--- src/rtl/dct_transpose_buf_pkg.sv ---
// Shared definitions for the DCT transpose stage: block geometry, default
// coefficient width and the read-side state encoding.
package dct_transpose_buf_pkg;

    localparam int BLK_DIM     = 8;
    localparam int SIZE_IN_DEF = 10;
    localparam int ROW_W       = 3;

    typedef enum logic {
        RD_IDLE   = 1'b0,
        RD_STREAM = 1'b1
    } rd_state_e;

    localparam logic [ROW_W-1:0] LAST_ROW = ROW_W'(BLK_DIM - 1);

endpackage

--- src/rtl/dct_transpose_buf_if.sv ---
// Block-in / row-out bundle between the column DCT, the transpose buffer and
// the row DCT. The slave modport is the buffer's view.
interface dct_transpose_buf_if
    import dct_transpose_buf_pkg::*;
#(
    parameter int SIZE_IN = SIZE_IN_DEF
);

    logic [7:0][7:0][SIZE_IN-1:0] blk_in;
    logic                         blk_valid;
    logic                         blk_ready;
    logic [7:0][SIZE_IN-1:0]      row_out;
    logic                         row_valid;
    logic                         row_ready;
    logic [ROW_W-1:0]             row_idx;
    logic                         row_last;
    logic                         blk_start;
    logic                         overflow;

    modport master (
        output blk_in, blk_valid, row_ready,
        input  blk_ready, row_out, row_valid, row_idx, row_last, blk_start, overflow
    );

    modport slave (
        input  blk_in, blk_valid, row_ready,
        output blk_ready, row_out, row_valid, row_idx, row_last, blk_start, overflow
    );

endinterface

--- src/rtl/dct_blk_buf.sv ---
// One 8x8 coefficient bank: whole-block load in a single edge, transposed
// row read (row_o[c] = stored[c][row_sel_i]). Contents are intentionally unreset.
module dct_blk_buf
    import dct_transpose_buf_pkg::*;
#(
    parameter int SIZE_IN = SIZE_IN_DEF
) (
    input  logic                         clk,
    input  logic                         load_i,
    input  logic [7:0][7:0][SIZE_IN-1:0] blk_i,
    input  logic [ROW_W-1:0]             row_sel_i,
    output logic [7:0][SIZE_IN-1:0]      row_o
);

    logic [7:0][7:0][SIZE_IN-1:0] mem_q;

    always_ff @(posedge clk) begin
        if (load_i) begin
            mem_q <= blk_i;
        end
    end

    always_comb begin
        row_o = '0;
        for (int c = 0; c < BLK_DIM; c++) begin
            row_o[c] = mem_q[c][row_sel_i];
        end
    end

endmodule

--- src/rtl/dct_transpose_buf.sv ---
// Ping-pong transpose buffer between the column and row DCT stages: captures a
// whole column-DCT block per strobe and streams it back out one row at a time.
//
// state     | meaning
// ----------+--------------------------------------------------------------
// RD_IDLE   | no block being streamed; waits for full[rd_sel]
// RD_STREAM | presenting row row_idx of bank rd_sel until row_ready
module dct_transpose_buf
    import dct_transpose_buf_pkg::*;
#(
    parameter int SIZE_IN = SIZE_IN_DEF,
    parameter int DIM     = BLK_DIM
) (
    input  logic                clk,
    input  logic                rst_n,
    dct_transpose_buf_if.slave  bus
);

    if (DIM != BLK_DIM) begin : g_bad_dim
        $error("dct_transpose_buf: only an 8x8 block is supported");
    end

    logic [1:0]                   full_q, full_d;
    logic                         wr_sel_q, wr_sel_d;
    logic                         rd_sel_q, rd_sel_d;
    logic                         overflow_q, overflow_d;

    rd_state_e                    state_q;
    logic [ROW_W-1:0]             row_idx_q;
    logic                         row_valid_q;
    logic                         row_last_q;
    logic                         blk_start_q;

    logic                         blk_ready;
    logic                         capture;
    logic                         drop;
    logic                         release_blk;
    logic [1:0][7:0][SIZE_IN-1:0] bank_row;

    assign blk_ready   = ~(full_q[0] & full_q[1]);
    assign capture     = bus.blk_valid & blk_ready;
    assign drop        = bus.blk_valid & ~blk_ready;
    assign release_blk = (state_q == RD_STREAM) && bus.row_ready && (row_idx_q == LAST_ROW);

    // Fill and drain alternate strictly, so wr_sel never lands on a full bank
    // while blk_ready is high; release and capture always touch different banks.
    always_comb begin
        full_d     = full_q;
        wr_sel_d   = wr_sel_q;
        rd_sel_d   = rd_sel_q;
        overflow_d = overflow_q | drop;
        if (release_blk) begin
            full_d[rd_sel_q] = 1'b0;
            rd_sel_d         = ~rd_sel_q;
        end
        if (capture) begin
            full_d[wr_sel_q] = 1'b1;
            wr_sel_d         = ~wr_sel_q;
        end
    end

    always_ff @(posedge clk or negedge rst_n) begin
        if (!rst_n) begin
            full_q     <= 2'b00;
            wr_sel_q   <= 1'b0;
            rd_sel_q   <= 1'b0;
            overflow_q <= 1'b0;
        end else begin
            full_q     <= full_d;
            wr_sel_q   <= wr_sel_d;
            rd_sel_q   <= rd_sel_d;
            overflow_q <= overflow_d;
        end
    end

    always_ff @(posedge clk or negedge rst_n) begin
        if (!rst_n) begin
            state_q     <= RD_IDLE;
            row_idx_q   <= '0;
            row_valid_q <= 1'b0;
            row_last_q  <= 1'b0;
            blk_start_q <= 1'b0;
        end else begin
            blk_start_q <= 1'b0;
            case (state_q)
                RD_IDLE: begin
                    if (full_q[rd_sel_q]) begin
                        state_q     <= RD_STREAM;
                        row_idx_q   <= '0;
                        row_valid_q <= 1'b1;
                        row_last_q  <= 1'b0;
                        blk_start_q <= 1'b1;
                    end
                end
                RD_STREAM: begin
                    if (bus.row_ready) begin
                        if (row_idx_q != LAST_ROW) begin
                            row_idx_q  <= row_idx_q + 3'd1;
                            row_last_q <= (row_idx_q == LAST_ROW - 3'd1);
                        end else if (full_q[!rd_sel_q]) begin
                            // next block already waiting: restart at row 0 with no bubble
                            row_idx_q   <= '0;
                            row_last_q  <= 1'b0;
                            blk_start_q <= 1'b1;
                        end else begin
                            state_q     <= RD_IDLE;
                            row_idx_q   <= '0;
                            row_valid_q <= 1'b0;
                            row_last_q  <= 1'b0;
                        end
                    end
                end
                default: begin
                    state_q     <= RD_IDLE;
                    row_valid_q <= 1'b0;
                end
            endcase
        end
    end

    for (genvar g = 0; g < 2; g++) begin : g_bank
        dct_blk_buf #(
            .SIZE_IN (SIZE_IN)
        ) u_buf (
            .clk       (clk),
            .load_i    (capture && (wr_sel_q == 1'(g))),
            .blk_i     (bus.blk_in),
            .row_sel_i (row_idx_q),
            .row_o     (bank_row[g])
        );
    end

    assign bus.blk_ready = blk_ready;
    assign bus.row_out   = bank_row[rd_sel_q];
    assign bus.row_valid = row_valid_q;
    assign bus.row_idx   = row_idx_q;
    assign bus.row_last  = row_last_q;
    assign bus.blk_start = blk_start_q;
    assign bus.overflow  = overflow_q;

endmodule

--- src/flat_wrapper.sv ---
// flat-port wrapper written by rule: the top's interface ports become plain ports
module dct_transpose_buf_flat import dct_transpose_buf_pkg::*;
#(
    parameter int SIZE_IN = SIZE_IN_DEF,
    parameter int DIM     = BLK_DIM
)
  (clk, rst_n, bus_blk_in, bus_blk_valid, bus_row_ready, bus_blk_ready, bus_row_out, bus_row_valid, bus_row_idx, bus_row_last, bus_blk_start, bus_overflow);
  dct_transpose_buf_if #(.SIZE_IN(SIZE_IN)) bus_i ();
  input  logic clk;
  input  logic rst_n;
  input wire logic [$bits(bus_i.blk_in)-1:0] bus_blk_in;
  input wire logic [$bits(bus_i.blk_valid)-1:0] bus_blk_valid;
  input wire logic [$bits(bus_i.row_ready)-1:0] bus_row_ready;
  output wire logic [$bits(bus_i.blk_ready)-1:0] bus_blk_ready;
  output wire logic [$bits(bus_i.row_out)-1:0] bus_row_out;
  output wire logic [$bits(bus_i.row_valid)-1:0] bus_row_valid;
  output wire logic [$bits(bus_i.row_idx)-1:0] bus_row_idx;
  output wire logic [$bits(bus_i.row_last)-1:0] bus_row_last;
  output wire logic [$bits(bus_i.blk_start)-1:0] bus_blk_start;
  output wire logic [$bits(bus_i.overflow)-1:0] bus_overflow;
  assign bus_i.blk_in = bus_blk_in;
  assign bus_i.blk_valid = bus_blk_valid;
  assign bus_i.row_ready = bus_row_ready;
  assign bus_blk_ready = bus_i.blk_ready;
  assign bus_row_out = bus_i.row_out;
  assign bus_row_valid = bus_i.row_valid;
  assign bus_row_idx = bus_i.row_idx;
  assign bus_row_last = bus_i.row_last;
  assign bus_blk_start = bus_i.blk_start;
  assign bus_overflow = bus_i.overflow;
  dct_transpose_buf #(.SIZE_IN(SIZE_IN), .DIM(DIM)) u_core (.clk(clk), .rst_n(rst_n), .bus(bus_i));
endmodule
--- config.mk ---
export PLATFORM = sky130hd
export DESIGN_NAME = dct_transpose_buf_flat
export DESIGN_NICKNAME = d
export VERILOG_FILES = /design/src/rtl/dct_transpose_buf_pkg.sv /design/src/rtl/dct_transpose_buf_if.sv /design/src/rtl/dct_blk_buf.sv /design/src/rtl/dct_transpose_buf.sv /design/src/flat_wrapper.sv
export SDC_FILE = /design/constraint.sdc
export NUM_CORES = 1
export LEC_CHECK = 0
export CORE_MARGIN = 5
export CORE_UTILIZATION = 39
export CTS_CLUSTER_DIAMETER = 100
export DETAILED_ROUTE_END_ITERATION = 16
export GPL_TIMING_DRIVEN = 0
export PLACE_DENSITY_LB_ADDON = 0.08
export SYNTH_ARGS = -nofsm -noshare
export SYNTH_HDL_FRONTEND = slang
export SYNTH_SLANG_ARGS = --single-unit
--- constraint.sdc ---
create_clock -name clk -period 64.3 [get_ports clk]
set_clock_uncertainty 0.05 [all_clocks]
set_input_delay 9.645 -clock clk [delete_from_list [all_inputs] [get_ports clk]]
set_output_delay 9.645 -clock clk [all_outputs]
set_load 0.01 [all_outputs]
==> results by group, run 1 <==
Outcome
  • Status: finished clean

Critical path
  • Setup Crit Path Kind: flip-flop to primary output
  • CP required: between 50000 and 60000 ps
  • Bufs and invs on worst path: 3
  • Max stage delay cell, worst path: clkbuf_1
  • Reg-to-Reg End: u_core.g_bank[1].u_buf.mem_q[334]
  • Worst-path maximum fanout: 10
  • Crit path DAT: between 4000 and 5000 ps
  • Worst R2R Start: u_core.full_q[0]
  • Critical Path, Cell by Cell: nor2b_1, clkbuf_1, clkbuf_1, a22oi_1, nand2_1, clkdlybuf4s50_1
  • CP delay by family, top: buffers and inverters
  • Worst reg-to-reg path cell count: 7
  • CP peak stage delay: 940 ps
  • Worst path most repeated cell: clkbuf_1
  • Worst setup SP type: flip-flop
  • Crit. End Element: primary output
  • R2R Setup Slk: 60930 ps

Synth
  • Post-synthesis cell area: 0.0483 mm^2
  • Yosys reg bits: 1292
  • Leading area contributor after synthesis: edfxtp_1
  • Yosys warns: 0
  • Post-synth EDFFs: 1280
  • Synth area leaders: edfxtp_1 80%, mux4_2 15%, a22oi_1 2.5%, nand2_1 0.68%, dfrtp_1 0.62%
  • Predominant post-synthesis flop cell: edfxtp_1
  • Area share of the largest cell type after synthesis: 79.5%
  • Gate Count Post-Synth: 2008
  • Register area share after synthesis: 80.2%
  • FFs w/ async S/R, synth: 0.929%
  • Syn nets: roughly 2700
  • Mapped Avg Cell Area: 24.1 um^2
  • Post-synthesis cell type count: 31

Timing
  • Max Freq: 72.9 MHz
  • Minimum clock period: 13720 ps
  • Final setup margin: about 50000 ps
  • Setup TNS: 0 ps
  • Worst-margin pin slew: 1280 ps
  • RSZ-0062 raised after global routing: no
  • Final hold vios: 0
  • Final Setup Violations: 0
  • Tcrit/Tclk final: 21.3%
  • Slew headroom: 14.8%
  • Max-slew violation count: 0

Pwr
  • LEAKAGE: 19.8 nW
  • Power Dens Cells: ~43 mW/mm^2
  • Max VDD drop: 38.0 uV

CTS
  • Worst-skew pair later-pin latency: 720 ps
  • Clock buffer count from CTS: ~140
  • CTS H-tree depth: 4
  • CTS max path bufs: 3
  • Clock transition at path regs: 60 ps
  • Clk sink count: 1292
  • # resized after CTS: 0
  • Number of setup buffers added after CTS: 0
  • Hold buffer count at CTS: 0
  • CTS tree: yes
  • CTS Root Cell: clkbuf_16

Placed design
  • Placer Congestion: 0.801
  • Buffers on Ports: between 700 and 800
  • Post-DP HPWL: between 100 and 150 mm
  • Dpl ws: 51280 ps

Global route
  • Vias in the first global route: 27389
  • Largest net degree at the start of global routing: 66
  • Total Routing Usage GR: 21.8%
  • First-pass GRT wire length: 202 mm
  • GRT Residual Overflow: 0
  • Initial antenna violation count: 85

Final layout
  • Layout area overhead: 30.0%
  • Layout fillers: 9888
  • Commonest non-fill, non-tap cell in the layout: edfxtp_1
  • Sequential Area: 0.0387 mm^2
  • Share of cells above drive strength 1: 19.0%
  • Final-stage net count: 3566
  • Multi-input logic area: 0.00902 mm^2
  • Final Core Density: a little over 50%
  • Most frequent cells in the layout: 1280 x edfxtp_1, 731 x clkdlybuf4s50_1, 320 x mux4_2

Routing
  • DRT Wirelength: 145 mm
  • Vias: ~25000
  • DR iter-0 viols: 2445
  • DR WL/cell: 30.9 um
  • Vias per inst: 5.33
  • Antenna Nets Post-Route: 0
  • Remaining DRCs: 0
  • Drt first pass iters: 5

Floorplan
  • Die area: 0.131 mm^2
  • Die Ht: around 360 um
  • Die width: 362 um
  • Initial Util: 39.1%
  • Core ar.: 0.123 mm^2
  • Io pins: 732
  • Row Count: 129

Worst hold path
  • Hold Startpoint: u_core.bus.overflow
  • Tightest Hold Check Type: flip-flop to flip-flop
  • Hold depth: 1
  • WHS Endpoint: u_core.bus.overflow

Flow run
  • Max Cap Violations: 0
[registers in the layout (all words and copies together), names as in the netlist]
register,count
u_core.bus.blk_start,1
u_core.bus.overflow,1
u_core.bus.row_idx,3
u_core.bus.row_last,1
u_core.bus.row_valid,1
u_core.full_q,2
u_core.g_bank.u_buf.mem_q,1280
u_core.rd_sel_q,1
u_core.state_q,1
u_core.wr_sel_q,1
[through the flow]
step	cell area [um^2]	std cells	hold slack, ps	total power, mW
after floorplan	48300	2008	426	1.68
after global placement	57700	4376	427	2.13
after detailed placement	58500	4412	425	1.97
after CTS	62700	4660	437	2.72
after global routing	62700	4676	459	2.79
final	62800	4715	432	2.68
[layer usage]
layer  vias to the layer above  wire [um]  global-route usage [%]  share of wire, %
met5                         -        310                       0              0.21
met4                        44       3120                    6.07               2.1
met3                       231      14300                    7.92               9.8
met2                      1101      73000                    36.3                50
met1                     13129      54700                    27.2                38
li1                      10616          -                       -                 -
[kinds of logic after synthesis]
group / after synthesis / synth area share [%]
xor+xnor: 2 / 0.0363
simple gates: 98 / 0.800
fa+ha+maj: 3 / 0.0777
flops: 1292 / 80.2
buf+inv: 113 / 1.20
compound gates: 179 / 2.78
mux: 321 / 14.9
[worst max-delay path by stage]
stage / slack, ps / depth (start not counted) / endpoint / start
4_1_cts: 50470 / 6 / bus_row_out[60] / u_core.bus.row_idx[2]
3_3_place_gp: 11900 / 3 / u_core.g_bank[0].u_buf.mem_q[284] / bus_blk_valid
5_1_grt: 50360 / 6 / bus_row_out[54] / u_core.bus.row_idx[2]
3_5_place_dp: 51280 / 6 / bus_row_out[60] / u_core.bus.row_idx[2]
2_1_floorplan: 26400 / 2 / u_core.g_bank[0].u_buf.mem_q[0] / bus_blk_valid
6_report: 50580 / 6 / bus_row_out[43] / u_core.bus.row_idx[2]
[cells in the mapped netlist (all sizes together) (2+ instances only)]
master  number
edfxtp    1280
mux4       320
a22oi      160
nand2       88
buf         60
clkbuf      51
dfrtp       12
o21ai        4
and3         3
ha           3
o211ai       3
o41ai        3
a221oi       2
inv          2
nor2         2
nor2b        2
xnor2        2
[report_power, final]
group	switching, mW	internal, mW
registers	0.0265	1.06
logic	0.460	0.393
clock network	0.316	0.422
[area by class of cell]
type                            instances  share of cell area (%)
Antenna cell                           55                   0.219
Clock inverter                         64                   0.667
Sequential cell                      1292                    61.7
Timing Repair Buffer                  767                    13.0
Buffer                                111                   0.912
Multi-Input combinational cell        603                    14.4
Tap cell                             1637                    3.26
Inverter                                2                  0.0119
Clock buffer                          184                    5.97
No activity file was read; power rests on OpenSTA's default activity.
==> run 2, diff against run 1 <==
clock period = 13.95 ns   (was 64.3 ns; I/O delays follow)
==> run 2 against run 1 <==
Cell area increased by 0.23%. Clock-buffer cell count decreased by 21. Non-clock buffer count decreased by 1. Power increased to 4.7 times the previous value. Combinational power increased to 4.6 times the previous value. Utilization increased by 0.12 points. Die area unchanged. Final cell count decreased by 0.13%. Clock power increased to 4.8 times the previous value. Flip-flop and latch count unchanged. Sequential power increased to 4.6 times the previous value. Largest cell class unchanged.
==> results by group, run 2 (synthesis results as in run 1) <==
Worst hold path
  • Hold depth: 1
  • WHS Endpoint: u_core.bus.overflow
  • Hold Startpoint: u_core.bus.overflow
  • Tightest Hold Check Type: flip-flop to flip-flop

Floorplan
  • Die area: between 0.1 and 0.15 mm^2
  • Core ar.: 0.123 mm^2
  • Io pins: 732
  • Row Count: 129
  • Die Ht: 362 um
  • Initial Util: 39.1%
  • Die width: 362 um

CTS
  • Number of setup buffers added after CTS: 0
  • # resized after CTS: 0
  • Clock buffer count from CTS: 142
  • CTS Root Cell: clkbuf_16
  • CTS H-tree depth: 4
  • Worst-skew pair later-pin latency: 740 ps
  • Hold buffer count at CTS: 0
  • CTS tree: yes
  • CTS max path bufs: 3
  • Clock transition at path regs: 60 ps
  • Clk sink count: 1292

Flow run
  • Max Cap Violations: 0

Timing
  • RSZ-0062 raised after global routing: no
  • Max-slew violation count: 0
  • Final hold vios: 0
  • Setup TNS: 0 ps
  • Tcrit/Tclk final: 44.2%
  • Minimum clock period: ~6200 ps
  • Final Setup Violations: 0
  • Slew headroom: 18.3%
  • Worst-margin pin slew: 1230 ps
  • Max Freq: between 150 and 200 MHz

Pwr
  • P_sw: 3.73 mW
  • Clock power share: between 20% and 30%
  • Power Dens Cells: 198 mW/mm^2
  • Combinational fraction of design power: 31.5%
  • Max VDD drop: 125 uV
  • Part of the power in registers: 40.1%
  • Int Power: 8.74 mW
  • Sw Ratio: 29.9%
  • Pwr Total: ~12 mW
  • LEAKAGE: about 20 nW

Critical path
  • Crit. End Element: primary output
  • CP required: roughly 12000 ps
  • Worst setup SP type: flip-flop
  • Max stage delay cell, worst path: buf_1
  • Critical Path, Cell by Cell: and2_1, buf_1, clkbuf_1, a22oi_1, nand2_1, clkdlybuf4s50_1
  • R2R Setup Slk: 10870 ps
  • Worst-path maximum fanout: 10
  • Crit path DAT: 4030 ps
  • Worst R2R Start: u_core.full_q[0]
  • Worst reg-to-reg path cell count: 7
  • Reg-to-Reg End: u_core.g_bank[1].u_buf.mem_q[431]
  • Setup Crit Path Kind: flip-flop to primary output
  • CP peak stage delay: 900 ps

Final layout
  • Final-stage net count: 3565
  • Commonest non-fill, non-tap cell in the layout: edfxtp_1
  • Max reg flops: 1280
  • Post-route insts no fill: 4709
  • Design area: around 0.063 mm^2
  • Largest reg by FF count: u_core.g_bank.u_buf.mem_q
  • Share of cells above drive strength 1: between 10% and 20%
  • Layout fillers: 9844
  • Layout area overhead: 30.3%
  • Most frequent cells in the layout: 1280 x edfxtp_1, 731 x clkdlybuf4s50_1, 320 x mux4_2

Global route
  • Total Routing Usage GR: 22.0%
  • GRT Residual Overflow: 0
  • Initial antenna violation count: 83
  • Largest net degree at the start of global routing: between 60 and 70
  • First-pass GRT wire length: 203 mm
  • Vias in the first global route: 27651

Routing
  • Vias per inst: 5.35
  • Antenna Nets Post-Route: 0
  • DRT Wirelength: 146 mm
  • DR WL/cell: 30.9 um
  • Vias: 25209
  • Drt first pass iters: 5
  • Remaining DRCs: 0
  • DR iter-0 viols: approximately 2300

Placed design
  • Buffers on Ports: 731
  • Placer Congestion: approximately 0.78
  • Post-DP HPWL: 102 mm
  • Placed insts: 4411
  • Area after DPL: 0.0585 mm^2

Outcome
  • Status: finished clean
==> run 2: cell count changes in the layout (fill, tap and decap cells not counted), sizes merged, moves of 2 or more <==
cell    previous run  this run
clkinv            51        65
diode             55        49
bufinv             3         8
inv                6         8
clkbuf           235       214
==> run 2: worst max-delay path, delay by kind of cell, from the launching register on <==
kind | cells | cell delay, ps
buffers and inverters | 3 | 2330
flip-flops | 1 | 510
AND/OR/NAND/NOR | 2 | 280
AO/OA/AOI/OAI | 1 | 150
==> run 2: per-layer routing <==
| metal | wire length, um | track usage [%] | vias to the layer above |
|---|---|---|---|
| met1 | 54300 | 26.6 | 13239 |
| met5 | 360 | 0 | - |
| li1 | - | - | 10606 |
| met3 | 13600 | 7.94 | 264 |
| met4 | 3960 | 7.59 | 56 |
| met2 | 73600 | 36.7 | 1044 |
==> run 2: cell type report <==
| cell class | instances | area [um^2] | area share, % |
|---|---|---|---|
| antenna | 49 | 123 | 0.195 |
| clock buffer | 163 | 3720 | 5.90 |
| sequential | 1292 | 38700 | 61.5 |
| multi-input combinational | 603 | 9020 | 14.3 |
| timing repair buffer | 766 | 8110 | 12.9 |
| clock inverter | 86 | 641 | 1.02 |
| inverter | 2 | 7.51 | 0.0119 |
| tap | 1637 | 2050 | 3.25 |
| buffer | 111 | 573 | 0.910 |
==> run 2: through the flow <==
step / worst slack, ps / utilization (%) / hold slack, ps
after floorplan: 1740 / - / 462
after global placement: -3640 / 46.7 / 418
after detailed placement: 8520 / 47.4 / 427
after CTS: 7650 / 50.9 / 439
after global routing: 7500 / 51.0 / 447
final: 7780 / 51.0 / 426
==> run 2: power by group through the flow <==
stage | combinational [mW] | sequential, mW | clock [mW]
after detailed placement | 4.01 | 5.08 | 0
after CTS | 4.03 | 5.00 | 3.62
after global placement | 3.86 | 5.41 | 0
after floorplan | 2.12 | 5.25 | 0
after global routing | 4.19 | 5.04 | 3.79
final | 3.93 | 5.00 | 3.53
==> run 2: how the worst max path moves through the flow <==
stage,start,slack (ps),endpoint
after floorplan,bus_blk_valid,1740,u_core.g_bank[0].u_buf.mem_q[0]
after global placement,bus_blk_valid,-3640,u_core.g_bank[0].u_buf.mem_q[243]
after detailed placement,u_core.bus.row_idx[2],8520,bus_row_out[72]
after CTS,u_core.bus.row_idx[2],7650,bus_row_out[72]
after global routing,u_core.bus.row_idx[2],7500,bus_row_out[72]
final,u_core.bus.row_idx[2],7780,bus_row_out[72]
==> run 3, diff against run 2 <==
clock period = 5 ns   (was 13.95 ns; I/O delays follow)
==> run 3 against run 2 <==
Wire length is essentially flat. Clock-buffer cell count grew 13. Flip-flop and latch count is the same. Sequential share of layout area shrank 0.11 points. Largest cell class unchanged. Largest power group unchanged.
==> results by group, run 3 (synthesis results as in run 1) <==
Timing
  • Final hold vios: 0
  • Final Setup Violations: 0
  • Max Freq: 209 MHz
  • Worst-margin pin slew: 1260 ps
  • Max-slew violation count: 0
  • Tcrit/Tclk final: 95.9%
  • RSZ-0062 raised after global routing: no
  • Hold WS: 343 ps
  • Minimum clock period: 4790 ps
  • Setup TNS: 0 ps
  • Slew headroom: between 10% and 20%
  • Final setup margin: 207 ps

Global route
  • Largest net degree at the start of global routing: 68
  • First-pass GRT wire length: 204 mm
  • GRT Residual Overflow: 0
  • Initial antenna violation count: 88
  • Vias in the first global route: 27474
  • Total Routing Usage GR: approximately 22%

Pwr
  • Max VDD drop: 369 uV
  • Clock power share: about 29%
  • LEAKAGE: between 20 and 25 nW
  • Pwr Total: 34.9 mW
  • Power Dens Cells: between 500 and 600 mW/mm^2
  • P_sw: 10.4 mW
  • Sw Ratio: 29.8%
  • Int Power: 24.5 mW
  • Part of the power in registers: 40.0%
  • Combinational fraction of design power: 31.4%

CTS
  • CTS tree: yes
  • Number of setup buffers added after CTS: 0
  • CTS max path bufs: 3
  • Clock buffer count from CTS: 141
  • Hold buffer count at CTS: 0
  • Worst-skew pair later-pin latency: 720 ps
  • Clk sink count: 1292
  • Clock transition at path regs: 60 ps
  • CTS Root Cell: clkbuf_16
  • CTS H-tree depth: 4

Floorplan
  • Io pins: between 700 and 800
  • Core ar.: between 0.1 and 0.15 mm^2
  • Die Ht: 362 um
  • Initial Util: 39.1%
  • Die width: 362 um
  • Die area: 0.131 mm^2
  • Row Count: around 130

Routing
  • Vias: 25011
  • Antenna Nets Post-Route: 0
  • DR WL/cell: between 30 and 40 um
  • DR iter-0 viols: 2246
  • DRT Wirelength: 146 mm
  • Drt first pass iters: 5
  • Vias per inst: around 5.3
  • Remaining DRCs: 0

Critical path
  • Worst-path maximum fanout: 10
  • Crit. End Element: primary output
  • Crit path DAT: between 3000 and 4000 ps
  • CP required: roughly 4200 ps
  • Setup Crit Path Kind: flip-flop to primary output
  • Worst setup SP type: flip-flop
  • Start point of the critical path: u_core.bus.row_idx[1]
  • Worst reg-to-reg path cell count: 7
  • Worst R2R Start: u_core.full_q[0]

Placed design
  • Placer Congestion: 0.788
  • Buffers on Ports: 731
  • Dpl ws: just under 700 ps
  • Post-DP HPWL: 102 mm

Final layout
  • Layout fillers: between 9000 and 10000
  • Largest reg by FF count: u_core.g_bank.u_buf.mem_q
  • Final-stage net count: 3563
  • Max reg flops: about 1300
  • Share of cells above drive strength 1: between 20% and 30%
  • Layout area overhead: 30.6%
  • Commonest non-fill, non-tap cell in the layout: edfxtp_1
  • Most frequent cells in the layout: 1280 x edfxtp_1, 731 x clkdlybuf4s50_1, 320 x mux4_2

Flow run
  • Max Cap Violations: 0

Outcome
  • Status: finished clean

Worst hold path
  • Tightest Hold Check Type: input port to asynchronous set/reset pin
[run 3: cell types whose count changed in the layout (fill, tap and decap cells not counted), sizes merged, moves of 2 or more]
cell           delta
clkbuf           +14
buf               -9
clkinv            -8
clkdlybuf4s15     +7
clkinvlp          -4
bufinv            +3
inv               -2
[run 3: path summary, 6_finish.rpt]
kind	to	slack (ps)
max in group asynchronous	u_core.bus.row_idx[1]	4180
setup / recovery	bus_row_out[41]	210
hold / removal	u_core.wr_sel_q	340
setup reg to reg	u_core.g_bank[1].u_buf.mem_q[433]	1770
hold reg to reg	u_core.bus.overflow	430
min in group clk	u_core.bus.overflow	430
[run 3: area by class of cell]
type,count,area [um^2],share of cell area (%)
buffer,111,639,1.01
timing repair buffer,765,8080,12.8
sequential,1292,38700,61.4
inverter,2,7.51,0.0119
clock inverter,75,669,1.06
multi-input combinational,603,9030,14.3
clock buffer,176,3740,5.94
antenna,50,125,0.198
tap,1637,2050,3.25
[run 3: worst max-delay path: stages, from the launching register on]
cell and delay (ps):
dfrtp_1 530, buf_2 240, buf_2 470, buf_1 760
mux4_2 430, a22oi_1 170, nand2_1 80, clkdlybuf4s50_1 570
[run 3: layer usage]
| layer | part of all wire, % | GRT usage [%] |
|---|---|---|
| met1 | 38 | 26.8 |
| met2 | 50 | 37.0 |
| met3 | 9.4 | 8.00 |
| met4 | 2.4 | 6.67 |
| met5 | 0.23 | 0 |
[run 3: stage by stage]
stage                     std cells  utilization [%]  cell area, um^2
after detailed placement       4410             47.4            58500
after global placement         4376             46.7            57700
after global routing           4682             51.0            63000
after floorplan                2008                -            48400
after CTS                      4661             51.0            62900
final                          4711             51.1            63100
[run 3: what timing repair did]
item	4_1_cts	5_1_grt
endpoints found under the hold margin	0	0
resized for setup	20	12
setup endpoints to repair	60	13
[run 3: power by group through the flow]
stage          combinational [mW]  sequential [mW]  clock [mW]
2_1_floorplan                5.91             14.5           0
3_3_place_gp                 10.8             14.9           0
3_5_place_dp                 11.2             14.2           0
4_1_cts                      11.3             14.0        10.3
5_1_grt                      11.7             14.1        10.7
6_report                     11.0             14.0        10.0
==> patch: new RTL, flow settings as in run 2 <==
`BLK_DIM`: 8 -> 10.
--- a/src/rtl/dct_transpose_buf_pkg.sv
+++ b/src/rtl/dct_transpose_buf_pkg.sv
@@ -2,7 +2,7 @@
 // coefficient width and the read-side state encoding.
 package dct_transpose_buf_pkg;
 
-    localparam int BLK_DIM     = 8;
+    localparam int BLK_DIM     = 10;
     localparam int SIZE_IN_DEF = 10;
     localparam int ROW_W       = 3;
 
Formal check against the unedited RTL: not equivalent (a bounded check fails within 4 cycles, from zero or initial values and one cycle with rst_n low).
==> patch against run 2 <==
  * Sequential cell count unchanged
  * Non-clock buffer count decreased by 7
  * Worst setup slack got worse by 0.47 ns
  * Total power decreased by 3.9%
  * Area after synthesis increased by 0.39%
  * Final area increased by 0.18%
  * Global-route usage decreased by 0.56 points
  * Wire length decreased by 1.8%
  * Highest routed layer unchanged
==> patch: results <==
export IMPL_wl_met2_mm=72.1
export IMPL_crit_path_top_delay_cell="nor2_1"
export IMPL_slowest_delay_ns=1.09
export IMPL_vias=25000
export IMPL_design_seq_count=1292
export IMPL_cts_buffers=141
export IMPL_cp_arrival_ns=4.50
export IMPL_use_met3_pct=8.66
export IMPL_wire_per_inst_um=30.3
export IMPL_drt_pass1_iterations=5
export IMPL_p_clk_w=0.00362
export IMPL_clk_share_pct=7.08
export IMPL_comb_power_share_pct=25.2
export IMPL_inverters_excl_clock=4
export IMPL_wl_mm=143
export IMPL_slew_headroom_pct=4.23
export IMPL_avgSynthCellArea_um2=23.9
export IMPL_seq_share_pct=61.4
export IMPL_synth_distinct_cells=36
export IMPL_grt_overflow=0
export IMPL_dpl_cell_area_mm2=0.0585
export IMPL_n_fill_cell=9978
export IMPL_gr_usage_all_layers_pct=21.4
export IMPL_grt_use_met2_pct=35.6
export IMPL_ys_seq_area_share_pct=79.9
export IMPL_drive_above_1_share_pct=19.9
export IMPL_status="complete, no violations"
export IMPL_swShare_pct=27.2
export IMPL_dp_cells=4419
export IMPL_synth_compound_area_share_pct=3.00
export IMPL_grt_pass1_wl_mm=199
export IMPL_nClkBuffers=175
export IMPL_irDropWorstVdd_mv=0.121
export IMPL_grt_met1_usage_pct=25.7
export IMPL_grt_pass1_vias=27300
export IMPL_synth_xor_area_share_pct=0.0361
export IMPL_num_antenna_cells=55
export IMPL_multi_input_gates=616
export IMPL_synth_nets=2672
export IMPL_p_switching_w=0.00326
export IMPL_clkLatencyLatePin_ns=0.75
export IMPL_synthMuxAreaShare_pct=14.9
export IMPL_antenna_found_initial=89
export IMPL_multi_input_area_share_pct=14.5
export IMPL_synth_fa_ha_area_share_pct=0
export IMPL_synth_commonest_cells="1280 x edfxtp_1, 318 x mux4_2, 137 x a22oi_1"
export IMPL_hpwl_mm=102
export IMPL_wl_met1_mm=53.8
## patch: cell types whose count changed in the layout (fill, tap and decap cells not counted), moves of 8 or more
cell      before  now
a22oi_2        0   19
buf_2         17   25
clkinv_2      27   19
buf_4         10   19
a22oi_1      160  137
buf_12        21    5
## patch: logic make-up after synthesis
kind of cell           after synthesis
flip-flops                        1292
multiplexers                       324
AO/OA/AOI/OAI                      180
buffers and inverters              120
AND/OR/NAND/NOR                    110
XOR/XNOR                             2
## patch: path summary, 6_finish.rpt
check | from | to | slack [ns] | cells past startpoint
setup / recovery | u_core.rd_sel_q | bus_row_out[63] | 7.31 | 7
hold / removal | u_core.wr_sel_q | u_core.wr_sel_q | 0.45 | 1
setup reg to reg | u_core.full_q[1] | u_core.g_bank[1].u_buf.mem_q[164] | 10.44 | 7
hold reg to reg | u_core.wr_sel_q | u_core.wr_sel_q | 0.45 | 1
max in group asynchronous | rst_n | u_core.bus.blk_start | 11.73 | 1
min in group asynchronous | rst_n | u_core.wr_sel_q | 1.69 | 1
